File: src/rtl/elev_call_sched_if.sv
// elev_call_sched_if
//   Groups the scheduler's call/car inputs and its target/status outputs.
//   Signal prefixes are relative to the scheduler: i_* flow into it, o_* out of it.
//   Ports (via modports):
//     slave  - the scheduler: reads i_call_btn, i_car_floor, i_car_door;
//              drives o_target, o_target_valid, o_pending, o_dir_up, o_busy, o_fault
//     master - the car side / environment: the opposite directions
interface elev_call_sched_if #(
  parameter int NUM_FLOORS = 4,
  parameter int FLOOR_W    = $clog2(NUM_FLOORS)
);
  logic [NUM_FLOORS-1:0] i_call_btn;
  logic [FLOOR_W-1:0]    i_car_floor;
  logic                  i_car_door;
  logic [NUM_FLOORS-1:0] o_target;
  logic                  o_target_valid;
  logic [NUM_FLOORS-1:0] o_pending;
  logic                  o_dir_up;
  logic                  o_busy;
  logic                  o_fault;

  modport slave (
    input  i_call_btn, i_car_floor, i_car_door,
    output o_target, o_target_valid, o_pending, o_dir_up, o_busy, o_fault
  );

  modport master (
    output i_call_btn, i_car_floor, i_car_door,
    input  o_target, o_target_valid, o_pending, o_dir_up, o_busy, o_fault
  );
endinterface

File: src/rtl/elev_call_sched.sv
// elev_call_sched
//   Latches floor calls into sticky pending bits and serves them one at a time
//   in SCAN order: keep going in the current direction, reverse only when
//   nothing is left ahead. Drives a one-hot target to the car controller,
//   holds the door for DWELL_CYCLES after arrival, then clears the served call.
//   A dispatch that does not arrive within TIMEOUT_CYCLES raises a sticky fault.
//   Optional build macro ELEV_SCHED_PARK_EN: after PARK_CYCLES idle cycles with
//   no calls and the car away from floor 0, send the car to floor 0.
//   Ports:
//     i_clk  - system clock
//     i_rst  - asynchronous active-high reset
//     bus    - elev_call_sched_if.slave (calls, car position/door, target, status)
//
//   state    | meaning
//   ---------+---------------------------------------------------------------
//   IDLE     | no target; pick the next floor as soon as anything is pending
//   DISPATCH | target held stable until the car arrives with door open
//   DWELL    | target dropped, door held for DWELL_CYCLES, then call cleared
module elev_call_sched #(
  parameter int NUM_FLOORS     = 4,
  parameter int FLOOR_W        = $clog2(NUM_FLOORS),
  parameter int DWELL_CYCLES   = 8,
  parameter int TIMEOUT_CYCLES = 1024,
  parameter int PARK_CYCLES    = 64
) (
  input  logic             i_clk,
  input  logic             i_rst,
  elev_call_sched_if.slave bus
);
  localparam int TMR_MAX = (TIMEOUT_CYCLES > DWELL_CYCLES) ? TIMEOUT_CYCLES : DWELL_CYCLES;
  localparam int TMR_W   = $clog2(TMR_MAX + 1);
  localparam logic [NUM_FLOORS-1:0] ONE = {{(NUM_FLOORS-1){1'b0}}, 1'b1};

  if (NUM_FLOORS < 2 || NUM_FLOORS > 16 || DWELL_CYCLES < 1 || TIMEOUT_CYCLES < 1 || PARK_CYCLES < 1) begin : g_bad_param
    $error("elev_call_sched: illegal parameter value");
  end

  typedef enum logic [1:0] {ST_IDLE, ST_DISPATCH, ST_DWELL} state_t;

  state_t                r_state;
  logic [NUM_FLOORS-1:0] r_pending;
  logic [NUM_FLOORS-1:0] r_target;
  logic                  r_target_valid;
  logic                  r_dir_up;
  logic                  r_fault;
  logic [FLOOR_W-1:0]    r_sel_idx;
  logic [TMR_W-1:0]      r_timer;   // shared: dispatch timeout and dwell, never both active

  logic [31:0]           w_floor_ext;
  logic                  w_here, w_up_found, w_dn_found;
  logic [FLOOR_W-1:0]    w_up_idx, w_dn_idx, w_sel_idx;
  logic                  w_sel_dir_up;
  logic                  w_arrived;
  logic [NUM_FLOORS-1:0] w_served_mask;
  logic [NUM_FLOORS-1:0] w_clr;
  logic                  w_parking;

  assign w_floor_ext = 32'(bus.i_car_floor);

  // Lowest pending floor above the car, highest pending floor below it.
  // An out-of-range car_floor sees every pending floor as "below".
  always_comb begin
    w_here     = 1'b0;
    w_up_found = 1'b0;
    w_dn_found = 1'b0;
    w_up_idx   = '0;
    w_dn_idx   = '0;
    for (int i = 0; i < NUM_FLOORS; i++) begin
      if (r_pending[i]) begin
        if ($unsigned(i) == w_floor_ext) begin
          w_here = 1'b1;
        end else if ($unsigned(i) > w_floor_ext) begin
          if (!w_up_found) begin
            w_up_found = 1'b1;
            w_up_idx   = FLOOR_W'(i);
          end
        end else begin
          w_dn_found = 1'b1;
          w_dn_idx   = FLOOR_W'(i);
        end
      end
    end
  end

  always_comb begin
    w_sel_idx    = bus.i_car_floor;
    w_sel_dir_up = r_dir_up;
    if (!w_here) begin
      if (r_dir_up) begin
        if (w_up_found) begin
          w_sel_idx = w_up_idx;
        end else begin
          w_sel_idx    = w_dn_idx;
          w_sel_dir_up = 1'b0;
        end
      end else begin
        if (w_dn_found) begin
          w_sel_idx = w_dn_idx;
        end else begin
          w_sel_idx    = w_up_idx;
          w_sel_dir_up = 1'b1;
        end
      end
    end
  end

  // r_sel_idx is always a legal floor, so an out-of-range car_floor never matches.
  assign w_arrived     = bus.i_car_door && (bus.i_car_floor == r_sel_idx);
  assign w_served_mask = ONE << r_sel_idx;

  always_comb begin
    w_clr = '0;
    if (r_state == ST_DWELL && r_timer == '0)
      w_clr = w_served_mask;
    if (r_state == ST_DISPATCH && !w_arrived && r_timer == '0 && !w_parking)
      w_clr = w_served_mask;
  end

`ifdef ELEV_SCHED_PARK_EN
  localparam int PK_W = (PARK_CYCLES > 1) ? $clog2(PARK_CYCLES) : 1;
  logic [PK_W-1:0] r_park_cnt;
  logic            r_parking;
  logic            w_park_ok;
  logic            w_park_go;

  assign w_park_ok = (r_state == ST_IDLE) && (r_pending == '0) && (bus.i_call_btn == '0) &&
                     (bus.i_car_floor != '0);
  assign w_park_go = w_park_ok && (r_park_cnt == PK_W'(PARK_CYCLES - 1));
  assign w_parking = r_parking;

  always_ff @(posedge i_clk or posedge i_rst) begin
    if (i_rst)
      r_park_cnt <= '0;
    else if (!w_park_ok || w_park_go)
      r_park_cnt <= '0;
    else
      r_park_cnt <= r_park_cnt + 1'b1;
  end
`else
  assign w_parking = 1'b0;
`endif

  always_ff @(posedge i_clk or posedge i_rst) begin
    if (i_rst) begin
      r_state        <= ST_IDLE;
      r_pending      <= '0;
      r_target       <= '0;
      r_target_valid <= 1'b0;
      r_dir_up       <= 1'b1;
      r_fault        <= 1'b0;
      r_sel_idx      <= '0;
      r_timer        <= '0;
`ifdef ELEV_SCHED_PARK_EN
      r_parking      <= 1'b0;
`endif
    end else begin
      r_pending <= (r_pending | bus.i_call_btn) & ~w_clr;
      case (r_state)
        ST_IDLE: begin
          if (r_pending != '0) begin
            r_state        <= ST_DISPATCH;
            r_sel_idx      <= w_sel_idx;
            r_dir_up       <= w_sel_dir_up;
            r_target       <= ONE << w_sel_idx;
            r_target_valid <= 1'b1;
            r_timer        <= TMR_W'(TIMEOUT_CYCLES - 1);
          end
`ifdef ELEV_SCHED_PARK_EN
          else if (w_park_go) begin
            r_state        <= ST_DISPATCH;
            r_sel_idx      <= '0;
            r_target       <= ONE;
            r_target_valid <= 1'b1;
            r_timer        <= TMR_W'(TIMEOUT_CYCLES - 1);
            r_parking      <= 1'b1;
          end
`endif
        end
        ST_DISPATCH: begin
          if (w_arrived) begin
            r_target       <= '0;
            r_target_valid <= 1'b0;
            if (w_parking) begin
              r_state <= ST_IDLE;
            end else begin
              r_state <= ST_DWELL;
              r_timer <= TMR_W'(DWELL_CYCLES - 1);
            end
          end else if (r_timer == '0) begin
            r_fault        <= 1'b1;
            r_target       <= '0;
            r_target_valid <= 1'b0;
            r_state        <= ST_IDLE;
          end else begin
            r_timer <= r_timer - 1'b1;
          end
`ifdef ELEV_SCHED_PARK_EN
          if (w_arrived || r_timer == '0)
            r_parking <= 1'b0;
`endif
        end
        ST_DWELL: begin
          if (r_timer == '0)
            r_state <= ST_IDLE;
          else
            r_timer <= r_timer - 1'b1;
        end
        default: r_state <= ST_IDLE;
      endcase
    end
  end

  assign bus.o_target       = r_target;
  assign bus.o_target_valid = r_target_valid;
  assign bus.o_pending      = r_pending;
  assign bus.o_dir_up       = r_dir_up;
  assign bus.o_busy         = (r_state != ST_IDLE);
  assign bus.o_fault        = r_fault;
endmodule

File: src/flat_wrapper.sv
// flat-port wrapper written by rule: the top's interface ports become plain ports
module elev_call_sched_flat 
#(
  parameter int NUM_FLOORS     = 4,
  parameter int FLOOR_W        = $clog2(NUM_FLOORS),
  parameter int DWELL_CYCLES   = 8,
  parameter int TIMEOUT_CYCLES = 1024,
  parameter int PARK_CYCLES    = 64
)
  (i_clk, i_rst, bus_i_call_btn, bus_i_car_floor, bus_i_car_door, bus_o_target, bus_o_target_valid, bus_o_pending, bus_o_dir_up, bus_o_busy, bus_o_fault);
  elev_call_sched_if #(.NUM_FLOORS(NUM_FLOORS), .FLOOR_W(FLOOR_W)) bus_i ();
  input  logic i_clk;
  input  logic i_rst;
  input wire logic [$bits(bus_i.i_call_btn)-1:0] bus_i_call_btn;
  input wire logic [$bits(bus_i.i_car_floor)-1:0] bus_i_car_floor;
  input wire logic [$bits(bus_i.i_car_door)-1:0] bus_i_car_door;
  output wire logic [$bits(bus_i.o_target)-1:0] bus_o_target;
  output wire logic [$bits(bus_i.o_target_valid)-1:0] bus_o_target_valid;
  output wire logic [$bits(bus_i.o_pending)-1:0] bus_o_pending;
  output wire logic [$bits(bus_i.o_dir_up)-1:0] bus_o_dir_up;
  output wire logic [$bits(bus_i.o_busy)-1:0] bus_o_busy;
  output wire logic [$bits(bus_i.o_fault)-1:0] bus_o_fault;
  assign bus_i.i_call_btn = bus_i_call_btn;
  assign bus_i.i_car_floor = bus_i_car_floor;
  assign bus_i.i_car_door = bus_i_car_door;
  assign bus_o_target = bus_i.o_target;
  assign bus_o_target_valid = bus_i.o_target_valid;
  assign bus_o_pending = bus_i.o_pending;
  assign bus_o_dir_up = bus_i.o_dir_up;
  assign bus_o_busy = bus_i.o_busy;
  assign bus_o_fault = bus_i.o_fault;
  elev_call_sched #(.NUM_FLOORS(NUM_FLOORS), .FLOOR_W(FLOOR_W), .DWELL_CYCLES(DWELL_CYCLES), .TIMEOUT_CYCLES(TIMEOUT_CYCLES), .PARK_CYCLES(PARK_CYCLES)) u_core (.i_clk(i_clk), .i_rst(i_rst), .bus(bus_i));
endmodule
File: config.mk
export PLATFORM = sky130hd
export DESIGN_NAME = elev_call_sched_flat
export DESIGN_NICKNAME = d
export VERILOG_FILES = /design/src/rtl/elev_call_sched_if.sv /design/src/rtl/elev_call_sched.sv /design/src/flat_wrapper.sv
export SDC_FILE = /design/constraint.sdc
export NUM_CORES = 1
export LEC_CHECK = 0
export BUFFER_PORTS_ARGS = -buffer_cell sky130_fd_sc_hd__buf_2
export CORE_AREA = 2 2 77 79
export DETAILED_ROUTE_END_ITERATION = 16
export DIE_AREA = 0 0 79 81
export PLACE_DENSITY_LB_ADDON = 0.25
export SLEW_MARGIN = 10
export SYNTH_ARGS = -nofsm -noshare
export SYNTH_HDL_FRONTEND = slang
export SYNTH_SLANG_ARGS = --single-unit
File: constraint.sdc
create_clock -name i_clk -period 3 [get_ports i_clk]
set_input_delay 0.45 -clock i_clk [delete_from_list [all_inputs] [get_ports i_clk]]
set_output_delay 0.45 -clock i_clk [all_outputs]
set_load 0.05 [all_outputs]
==> summary.txt <==
Status
  – Status: complete, no violations

STA
  – Final Cycle Share: 70.0%
  – Min Hold Slack: 0.221 ns
  – Fin. Hold Viols: 0
  – Setup tns final: 0 ns
  – Max Freq: 476 MHz
  – Measured slew at the worst slew-check pin: 0.471 ns
  – Final min period: 2.10 ns
  – Max Slew Vio Count: 0
  – Max-slew headroom: 68.3%
  – Final Setup Violations: 0
  – Unrepaired setup endpoints after global routing: no
  – Final Skew: 0.0109 ns

Min path
  – Worst hold path type: in2async

Logic synthesis
  – Ys async rst share: 100%
  – Post-synthesis sequential area ratio: 40.1%
  – Syn_nets: 189
  – Syn_area_per_cell: 9.28 um^2
  – Distinct cell type count of the synthesized netlist: 46
  – #FFs+latches synth: 26
  – Mapped Area: 0.00162 mm^2
  – Top post-synthesis cells by area: dfrtp_1 39%, a22o_1 5.9%, o21ai_0 5.9%
  – Yosys warns: 0
  – Yosys top cell by area: dfrtp_1
  – Post-synthesis cell count: 175
  – Post-synth EDFFs: 0
  – Most used DFF post-synth: dfrtp_1
  – Post-synth top area share: 38.5%

Die
  – Initial Util: 28.6%
  – # IOs: 21
  – Die Y: 81 um
  – Core area: 0.00568 mm^2
  – Die area: 0.00640 mm^2
  – Chip width: 79 um
  – FP Rows: 28

Global route
  – GRT met2 Usage: 19.9%
  – Vias in the first global route: 1271
  – Met1 Track Usage GR: 16.0%
  – Pin count of the biggest net entering global routing: 27
  – Total grt overflow: 0
  – Antenna violations before repair: 0
  – Total Routing Usage GR: 11.7%
  – GR Layer Usage met3: 1.67%
  – First-pass GRT wire length: 6150 um
  – Most congested layer reported by global routing: met2

Worst setup path
  – Critical path class: reg2reg
  – Critical Path Source Type: flip-flop
  – Crit-path leading delay family: simple AND/OR/NAND/NOR gates
  – Worst-path cell chain: inv_1, ha_1, or2_2, o41ai_4, buf_4, or3_4, o41ai_2, a22o_1
  – Worst endpoint required time: 3.20 ns
  – Worst EP arrival: 2.30 ns
  – Critical-path top delay cell: dfrtp_1
  – Crit path buffers/inverters: 2
  – CP max FO: 16
  – Critical path's largest stage delay: 0.42 ns
  – CP endpoint kind: flip-flop
  – R2R Setup Slk: 0.90 ns

Detailed routing
  – Mean number of vias per cell: 4.93
  – Initial DRC Count: 61
  – Routed wire length: 3610 um
  – 1st-pass router iterations: 4
  – DRT antenna net count: 0
  – Drt drc: 0
  – Vias: 1315
  – WL/cell: 13.5 um

Place
  – HPWL after detailed placement: 2660 um
  – Port buffer count: 20
  – RePlAce Congestion: 0.725
  – Placed inst area: 0.00180 mm^2

Power
  – Pwr Total: 0.00170 W
  – Switching share of power: 44.3%
  – Comb power frac: 50.5%
  – Power share of the sequential group: 36.2%
  – Clk pwr share: 13.3%
  – P_sw: 0.000752 W
  – Lkg Pwr: 0.783 nW
  – PwrDens: 916 mW/mm^2
  – Pint: 0.000947 W
  – Worst IR drop on VDD: 0.000252 V

CTS
  – CTS root buffer: clkbuf_8
  – Post-CTS Hold Buffers: 0
  – # H-tree levels: 1
  – Clock latency on the worst-skew pair: 0.27 ns
  – Clk pin slew, worst setup/hold paths: 0.10 ns
  – Setup bufs post-CTS: 0
  – CTS Sinks: 26
  – Clock buffer depth: 2
  – CTS tree: built
  – Cts bufs inserted: 3
  – Resized Gates After CTS: 0

Cells and area
  – Commonest non-fill, non-tap cells in the layout: 25 x dfrtp_1, 20 x buf_2, 19 x o21ai_0
  – Nets: 207
  – Syn-to-layout area delta: 14.2%
  – Commonest non-fill, non-tap cell in the layout: dfrtp_1
  – N_diodes: 0
  – Share of layout cells above drive strength 1: 19.8%
  – Design area: 0.00185 mm^2

Job
  – Max-Cap Viols: 0
[area by class of cell]
cell class / instances / area [um^2]
tap: 75 / 93.8
multi-input combinational: 128 / 890
fill: 617 / 3820
sequential: 26 / 652
inverter: 11 / 41.3
clock buffer: 4 / 55.1
timing repair buffer: 23 / 123
[registers in the layout, summed over array words and instances, names as in the netlist]
register / count
u_core.r_timer: 11
u_core.bus.o_target_valid: 1
u_core.bus.o_fault: 1
u_core.bus.o_target: 4
u_core.bus.o_dir_up: 1
u_core.r_state: 2
u_core.r_sel_idx: 2
u_core.bus.o_pending: 4
[final timing paths]
| kind | from | endpoint | cells after the start |
|---|---|---|---|
| max | u_core.r_state[1]$_DFFE_PP0P_ | u_core.r_timer[5]$_DFFE_PP0P_ | 8 |
| min | i_rst | u_core.r_timer[8]$_DFFE_PP0P_ | 3 |
| max reg2reg | u_core.r_state[1]$_DFFE_PP0P_ | u_core.r_timer[5]$_DFFE_PP0P_ | 8 |
| min reg2reg | u_core.bus.o_target_valid$_DFFE_PP0P_ | u_core.bus.o_target_valid$_DFFE_PP0P_ | 1 |
| max in group asynchronous | i_rst | u_core.bus.o_dir_up$_DFFE_PP1P_ | 3 |
| min in group i_clk | bus_i_call_btn[0] | u_core.bus.o_pending[0]$_DFF_PP0_ | 2 |
[Yosys cell counts, types with 2 or more instances]
| master | number |
|---|---|
| and2_1 | 2 |
| nor2_1 | 16 |
| o41ai_2 | 2 |
| nand2_1 | 9 |
| mux2i_1 | 2 |
| a21o_1 | 2 |
| nor4_1 | 3 |
| a21oi_1 | 9 |
| nand2b_1 | 5 |
| inv_1 | 11 |
| ha_1 | 5 |
| o21ai_0 | 19 |
| clkbuf_1 | 7 |
| o22ai_1 | 2 |
| or3_1 | 3 |
| o31ai_1 | 3 |
| dfrtp_1 | 25 |
| o41ai_1 | 3 |
| or2_2 | 2 |
| a31oi_1 | 4 |
| a22o_1 | 11 |
| buf_2 | 3 |
| nor3_1 | 3 |
| a211oi_1 | 2 |
[worst min-delay path: stages]
cell and delay, ns:
buf_2 0.09, inv_1 0.04, buf_4 0.32
[power by group through the flow]
| stage | Combinational, W | Clock (W) | Sequential (W) |
|---|---|---|---|
| after global placement | 0.000865 | 0 | 0.000625 |
| after global routing | 0.000958 | 0.000253 | 0.000636 |
| after floorplan | 0.000607 | 0 | 0.000682 |
| after detailed placement | 0.000864 | 0 | 0.000623 |
| after CTS | 0.000869 | 0.000238 | 0.000616 |
| final | 0.000858 | 0.000226 | 0.000614 |
[routing by layer]
| layer | share of wire [%] | wire (um) |
|---|---|---|
| met5 | 0 | 0 |
| met4 | 0.30 | 11 |
| met3 | 3.8 | 139 |
| met2 | 47 | 1680 |
| met1 | 49 | 1780 |
[cells by family after synthesis]
family,count (synthesis),synth area share [%]
AO/OA/AOI/OAI,66,29.7
XOR/XNOR,2,1.54
adder cells (fa/ha/maj),5,3.85
buffers and inverters,21,5.08
flip-flops,26,40.1
multiplexers,3,1.93
AND/OR/NAND/NOR,52,17.7
[through the flow]
stage | cells | setup slack, ns | util, %
2_1_floorplan | 175 | 1.00 | -
3_3_place_gp | 263 | 0.912 | 31.7
3_5_place_dp | 263 | 0.889 | 31.7
4_1_cts | 267 | 0.899 | 32.7
5_1_grt | 267 | 0.764 | 32.7
6_report | 267 | 0.901 | 32.7
Note: power is estimated with default switching activity, not from simulation.
